`config.mk`:
```
export PLATFORM = sky130hd
export DESIGN_NAME = game_sequencer
export DESIGN_NICKNAME = d
export VERILOG_FILES = /design/src/rtl/game_pkg.sv /design/src/rtl/game_tick_timer.sv /design/src/rtl/game_sequencer.sv
export SDC_FILE = /design/constraint.sdc
export NUM_CORES = 1
export LEC_CHECK = 0
export ABC_AREA = 1
export CELL_PAD_IN_SITES_DETAIL_PLACEMENT = 2
export CELL_PAD_IN_SITES_GLOBAL_PLACEMENT = 2
export CORE_MARGIN = 5
export CORE_UTILIZATION = 36
export DETAILED_ROUTE_END_ITERATION = 10
export DONT_BUFFER_PORTS = 1
export GPL_ROUTABILITY_DRIVEN = 0
export HOLD_SLACK_MARGIN = 0.02
export PLACE_DENSITY_LB_ADDON = 0.15
export SETUP_SLACK_MARGIN = 0.5
export SLEW_MARGIN = 25
export SYNTH_ARGS = -nofsm -noshare
export SYNTH_HDL_FRONTEND = slang
export SYNTH_SLANG_ARGS = --single-unit
```
`constraint.sdc`:
```
create_clock -name clk -period 1.65 [get_ports clk]
set_input_delay 0.33 -clock clk [delete_from_list [all_inputs] [get_ports clk]]
set_output_delay 0.33 -clock clk [all_outputs]
set_load 0.01 [all_outputs]
```
`src/rtl/game_pkg.sv`:
```
// game_pkg: shared state encoding, round-length clamp and default widths for the memory game.
package game_pkg;

    localparam int LED_W_DEF  = 10;
    localparam int ADDR_W_DEF = 4;

    typedef enum logic [2:0] {IDLE, LOAD, SHOW, GAP, DONE} state_t;

    function automatic int clamp_len(input int len, input int seq_len);
        return (len == 0) ? 1 : ((len > seq_len) ? seq_len : len);
    endfunction

endpackage

```
`src/rtl/game_tick_timer.sv`:
```
// game_tick_timer: tick-qualified down-counter; expire fires on the tick that finds it at zero.
module game_tick_timer #(
    parameter int W = 2
) (
    input  logic         clk,
    input  logic         resetn,
    input  logic         load,
    input  logic [W-1:0] load_val,
    input  logic         en,
    input  logic         tick,
    output logic         expire
);
    logic [W-1:0] cnt;

    assign expire = en && tick && (cnt == '0);

    always_ff @(posedge clk or negedge resetn) begin
        if (!resetn)
            cnt <= '0;
        else if (load)
            cnt <= load_val;
        else if (en && tick)
            cnt <= expire ? '0 : cnt - W'(1);
    end
endmodule

```
`src/rtl/game_sequencer.sv`:
```
// game_sequencer: shows a round of random LED patterns with lit/blank timing and
// writes each pattern to the game register file.
module game_sequencer
    import game_pkg::*;
#(
    parameter int LED_W     = LED_W_DEF,
    parameter int ADDR_W    = ADDR_W_DEF,
    parameter int SEQ_LEN   = 10,
    parameter int ON_TICKS  = 2,
    parameter int OFF_TICKS = 1
) (
    input  logic              clk,
    input  logic              resetn,
    input  logic              tick,
    input  logic              start,
    input  logic              abort,
    input  logic [ADDR_W:0]   len,
    input  logic [LED_W-1:0]  randnum,
    output logic [LED_W-1:0]  led,
    output logic              we,
    output logic [ADDR_W-1:0] wn,
    output logic [LED_W-1:0]  d,
    output logic              busy,
    output logic              done
);
    localparam int MAX_T    = (ON_TICKS > OFF_TICKS) ? ON_TICKS : OFF_TICKS;
    localparam int TW       = $clog2(MAX_T + 1);
    localparam int OFF_LOAD = (OFF_TICKS > 0) ? OFF_TICKS - 1 : 0;

    state_t            state;
    logic [ADDR_W:0]   len_eff;
    logic [ADDR_W-1:0] idx;
    logic [LED_W-1:0]  val;
    logic              expire, item_end, last;

    // a blank pattern would be indistinguishable from the gap
    assign val      = (randnum == '0) ? LED_W'(1) : randnum;
    assign last     = ({1'b0, idx} + (ADDR_W+1)'(1)) == len_eff;
    assign item_end = expire && ((state == GAP) || (state == SHOW && OFF_TICKS == 0));

    game_tick_timer #(.W(TW)) u_timer (
        .clk      (clk),
        .resetn   (resetn),
        .load     ((state == LOAD) || (state == SHOW && expire)),
        .load_val ((state == LOAD) ? TW'(ON_TICKS - 1) : TW'(OFF_LOAD)),
        .en       ((state == SHOW) || (state == GAP)),
        .tick     (tick),
        .expire   (expire)
    );

    always_ff @(posedge clk or negedge resetn) begin
        if (!resetn) begin
            state   <= IDLE;
            len_eff <= '0;
            idx     <= '0;
            led     <= '0;
            we      <= 1'b0;
            wn      <= '0;
            d       <= '0;
            busy    <= 1'b0;
            done    <= 1'b0;
        end else begin
            we   <= 1'b0;
            done <= 1'b0;
            if (state != IDLE && abort) begin
                state <= IDLE;
                led   <= '0;
                busy  <= 1'b0;
                idx   <= '0;
            end else begin
                case (state)
                    IDLE: if (start && !abort) begin
                        len_eff <= (ADDR_W+1)'(clamp_len(int'(len), SEQ_LEN));
                        busy    <= 1'b1;
                        state   <= LOAD;
                    end
                    LOAD: begin
                        led   <= val;
                        d     <= val;
                        wn    <= idx;
                        we    <= 1'b1;
                        state <= SHOW;
                    end
                    SHOW: if (expire) begin
                        led <= '0;
                        if (OFF_TICKS > 0)
                            state <= GAP;
                    end
                    GAP:     ;
                    DONE:    state <= IDLE;
                    default: state <= IDLE;
                endcase
                if (item_end) begin
                    if (last) begin
                        state <= DONE;
                        done  <= 1'b1;
                        busy  <= 1'b0;
                        idx   <= '0;
                    end else begin
                        idx   <= idx + ADDR_W'(1);
                        state <= LOAD;
                    end
                end
            end
        end
    end
endmodule

```
-- Yosys cells after proc, flatten, opt, wreduce, memory -nomap -nowiden
Cells that the tools add are included.
Widths: inputs -> output; s select.
- output and inout port bits: 27
- flip-flop bits (word level): 41
- logic and storage cells: 73
- add/sub/neg operators: 3
- order comparisons: 1
- equal/unequal tests: 8
- multiplexer cells: 29
- reduce and logical (&&, ||, !) cells: 21
- bitwise gates (word level): 1
- operators with widths (cell ; count):
    $mux 10 ; 3
    $pmux 10 s2 ; 1
    $mux 3 ; 5
    $mux 4 ; 3
    $pmux 3 s4 ; 1
    $mux 1 ; 11
    $logic_not 10->1 ; 1
    $mux 5 ; 2
    $eq 3x2->1 const B ; 2
    $logic_and 1x1->1 ; 6
    $mux 2 ; 3
    $ne 3x2->1 const B ; 2
    $reduce_and 3->1 ; 2
    $reduce_bool 3->1 ; 2
    $add 4x1->5 const B ; 1
    $eq 5x5->1 ; 1
    $gt 5x4->1 const B ; 1
    $logic_not 5->1 ; 1
    $add 4x1->4 const B ; 1
    $ne 4x3->1 const B ; 1
    $ne 4x4->1 const B ; 1
    $reduce_and 2->1 ; 2
    $reduce_bool 2->1 ; 2
    $eq 3x1->1 const B ; 1
    6 further kinds ; 7

-- Logic depth before layout (Yosys ltp)
- depth in word-level cells: 8
- depth in mapped cells: 9
- depth with buffers taken out: 9

-- Modules after synthesis
A second synthesis with hierarchy kept.
- cell total of the unflattened synthesis: 237
- area, all modules: 1963.1 µm²
- by module, submodules not included (module ; seq. area each (µm²) ; times used ; area an instance (µm²) ; cells each):
    game_sequencer ; 975.9 ; 1 ; 1853.0 ; 223
    game_tick_timer ; 50.0 ; 1 ; 110.1 ; 14

-- Worst setup path before layout
No wires, ideal clock.
- kind: register -> register
- start: register idx[0]
- end: register idx[2]
- library setup time: 0.121 ns
- stages on the path, launching flop included: 10
- setup slack: 0.245 ns
- required time: 1.529 ns
- period minus slack after synthesis: 1.405 ns
- arrival: 1.284 ns
- buffers on the path: 0
- cells stage by stage: dfrtp_1 ha_1 inv_1 nand2_1 nand3_1 nand2_1 nor2_1 nand3_2 nand2_2 o21ai_1
- longest elaborated chain between the ends: 5
- elaborated cells on any way between the ends: 6
- classes of those cells: 2 x add/sub; 1 x eq/ne; 3 x mux
- RTL lines (item ; RTL line ; RTL):
    start, declared ; game_sequencer.sv:32 ; logic [ADDR_W-1:0] idx;
    start signal, assigned ; game_sequencer.sv:100 ; idx <= idx + ADDR_W'(1);
    $add 4x1->5 ; game_sequencer.sv:38 ; assign last = ({1'b0, idx} + (ADDR_W+1)'(1)) == len_eff;
    $eq 5x5->1 ; game_sequencer.sv:38 ;
    $mux 4 (*) ; game_sequencer.sv:94 ; if (last) begin
    $mux 4 (*) ; game_sequencer.sv:93 ; if (item_end) begin
    $mux 4 (*) ; game_sequencer.sv:65 ; if (state != IDLE && abort) begin
Every way passes the cells marked *; elsewhere a longest branch is shown, timed or not. The select of a mux whose other input is x is not followed.
A chain may end at the register's enable or synchronous reset.

-- Worst setup path in the final report
- start: register state[2]
- end: register led[2]
- longest elaborated chain between the ends: 6
- elaborated cells on any way between the ends: 13
- classes of those cells: 4 x eq/ne; 2 x mux; 7 x reduce/logical
- RTL lines (item ; RTL line ; RTL):
    start, declared ; game_sequencer.sv:30 ; state_t state;
    start signal, assigned ; game_sequencer.sv:53 ; state <= IDLE;
    start signal, assigned ; game_sequencer.sv:66 ; state <= IDLE;
    start signal, assigned ; game_sequencer.sv:75 ; state <= LOAD;
    $eq 3x2->1 (on tied branches) ; game_sequencer.sv:46, game_sequencer.sv:71 ;
    $logic_or 1x1->1 ; game_sequencer.sv:46 ; .en ((state == SHOW) || (state == GAP)),
    $logic_and 1x1->1 (2 in series) ; game_tick_timer.sv:15 ; assign expire = en && tick && (cnt == '0);
    $ne 3x2->1 (no line) ; n/a ;
    $reduce_and 2->1 (no line) ; n/a ;
    end signal, assigned ; game_sequencer.sv:78 ; led <= val;
    end, declared ; game_sequencer.sv:19 ; output logic [LED_W-1:0] led,
Parallel ways exist; a longest one is shown, timed or not.

==> run summary <==
Status: complete, but fails checks
Failing checks: hold timing
Clk sinks: 41
CTS tree: yes
Fin. Hold Viols: 41
Asr flop ratio synth: 100%
Measured slew at the worst slew-check pin: 314 ps
Rows: 26
Leakage: 1.34 nW
Area share of the largest cell type after synthesis: 53.1%
Ant. Diodes: 0
Placement Setup Slack: 130 ps
Initial DRC Count: 68
Unrepaired setup endpoints after global routing: yes
H-tree Lvls: 2
Aggregate global-route resource usage: 22.1%
CTS Buf Count: 5
Pin count of the biggest net entering global routing: 42
Slew Limit Fails: 0
Synth cell types: 23
Crit end category: register
Most common cell after layout, fill and taps aside: dfrtp_1
Post-synth top area cell: dfrtp_1
Global route overflow: 0
Syn Nets: 245
Die height: 83.3 um
Worst skew pair latency: 300 ps
Crit path required time: 1870 ps
Crit Path Max Fanout: 5
Hpwl dp: 3.86 mm
Setup violations, final: 0
Die X-Extent: 83.3 um
WP data arrival: 1770 ps
Via count: 1,846
Period utilization: 94.0%
EDFF count, synth: 0
Crit path launch type: register
Drt first pass iters: 4
Initial Util: 37.3%
Peak VDD IR: 643 uV
Adder-Cell Fraction of Synth Area: 0.648%
Initial antenna violation count: 0
Register area share after synthesis: 53.1%
CP Class: register to register
Vias in the first global route: 2,081
PwrDens: 1690 mW/mm2
Max_slew headroom: 78.9%
Mux contribution to synthesized area: 0%
Ys Warns: 0
Synthesized cell area: 0.00193 mm2
Critical Path Most Common Cell: nand2_4
Num ports: 47
Slowest-stage cell, CP: dfrtp_2
Fraction of layout cells with a size suffix above 1: 57.3%
Net count, final: 288
CP Cell Sequence: nor2_4 -> nand2_4 -> nand2_4 -> inv_8 -> o21ai_4 -> buf_6 -> buf_12 -> nand2_2 -> o21ai_1
Fillers: 508
Routed Antenna Nets: 0
Post-synthesis cell count: 224
XOR/XNOR share of the synthesized area: 0%
Flops & latches, synth: 41
R2R Setup Slk: 100 ps
Setup Skew: 7.50 ps
MaxCap Viol Count: 0
CTS root buffer: clkbuf_8
Hold slack: -287 ps
Peak Freq: 644 MHz
Area contributors post-synth: dfrtp_1, nand2_1, o21ai_1
Reg-to-Reg Start: state[2]
Most frequent cells in the layout: dfrtp_1, nand2_2, nand2_1
Fin crit period: 1550 ps
Simple-gate share of the synthesized area: 28.1%
HP Class: input port to asynchronous set/reset pin
Core area: 0.00517 mm2
Final WL: 9.00 mm
Syn avg cell area: 8.62 um2
Clock slew at reported path FFs: 90 ps
Worst Reg-to-Reg Cells: 9
Clock buffer depth: 2
Main synth FF type: dfrtp_1
Final setup margin: 98.4 ps
Area Growth Syn to Fin: 47.8%
Setup_tns: 0 ps
Post-synthesis compound-gate area fraction: 10.8%
Main combinational cell family by area after synthesis: simple AND/OR/NAND/NOR gates
Final core utilization: 55.2%
Largest stage delay, worst path: 460 ps
DRC Markers: 0
R2R Path End: led[2]
Wire length per cell: 26.7 um
Global-route wire length before repair: 11.9 mm
Vias per cell: 5.48
Die Area: 0.00693 mm2
Port bufs: 0
[sequential cells by signal, summed over array words and instances, names as in the netlist]
register / flops
done: 1
len_eff: 5
d: 10
we: 1
idx: 4
led: 10
busy: 1
wn: 4
state: 3
u_timer.cnt: 2
[critical path: cells and delay by family (launching register included)]
family / cells / cell delay, ps
compound gates: 2 / 270
simple gates: 4 / 440
flops: 1 / 460
buf+inv: 3 / 290
[cells by family (layout without fill, tap and decap cells)]
group,after synthesis,count (layout)
buf+inv,32,75
flops,41,41
fa+ha+maj,1,1
compound gates,36,36
simple gates,114,114
[metal layers]
layer | wire [um] | share of wire (%) | vias to the layer above | GRT usage (%)
met5 | 0 | 0 | - | 0
met1 | 3380 | 38 | 946 | 24.6
met4 | 399 | 4.4 | 0 | 8.47
met2 | 4730 | 53 | 71 | 40.4
met3 | 500 | 5.6 | 27 | 5.45
li1 | - | - | 802 | -
[final cells by class]
cell class	count	area, um2	share of cell area (%)
Multi-Input combinational cell	151	1090	38.3
Sequential cell	41	1030	36.2
Timing Repair Buffer	36	357	12.5
Inverter	29	138	4.82
Tap cell	70	87.6	3.07
Clock buffer	5	68.8	2.41
Timing Repair inverter	3	43.8	1.53
Clock inverter	2	35.0	1.23
[where the power goes]
| part | switching, mW | internal [mW] |
|---|---|---|
| Clock | 0.386 | 0.441 |
| Combinational | 1.23 | 0.978 |
| Sequential | 0.463 | 1.32 |
| Total | 2.08 | 2.74 |
[timing repair]
item                                    4_1_cts  5_1_grt
resized for setup                            71       56
hold endpoints to repair                     41       41
endpoints found under the setup margin       38       41
gates cloned                                  4        0
pin swaps                                    18       18
buffers inserted                             27        8
[worst max-delay path by stage]
stage                          end      from  cells past startpoint  slack (ps)
final                       led[2]  state[2]                      9         100
after CTS                 state[0]    idx[1]                      8         220
after detailed placement    idx[1]    idx[1]                      8         130
after global placement        done    idx[1]                      7         160
after global routing        led[2]  state[2]                      9          40
after floorplan             idx[2]    idx[0]                      8         320
[cells in the mapped netlist (4+ instances only)]
master   count
dfrtp_1     41
inv_1       24
inv_2        5
nand2_1     66
nand2_2      7
nand3_1      9
nand4_1      5
nor2_1      11
nor2_4       4
nor3_1       4
o21ai_0      7
o21ai_1     20
[through the flow]
| step | area, um2 | power, mW | hold slack [ps] | instances |
|---|---|---|---|---|
| 2_1_floorplan | 1970 | 2.42 | 34.4 | 224 |
| 3_5_place_dp | 2020 | 2.68 | 35.5 | 291 |
| 4_1_cts | 2610 | 4.26 | -284 | 329 |
| 3_3_place_gp | 2020 | 2.59 | 35.5 | 291 |
| 6_report | 2860 | 4.82 | -287 | 337 |
| 5_1_grt | 2860 | 5.06 | -305 | 337 |
(Power assumes the default switching activity.)
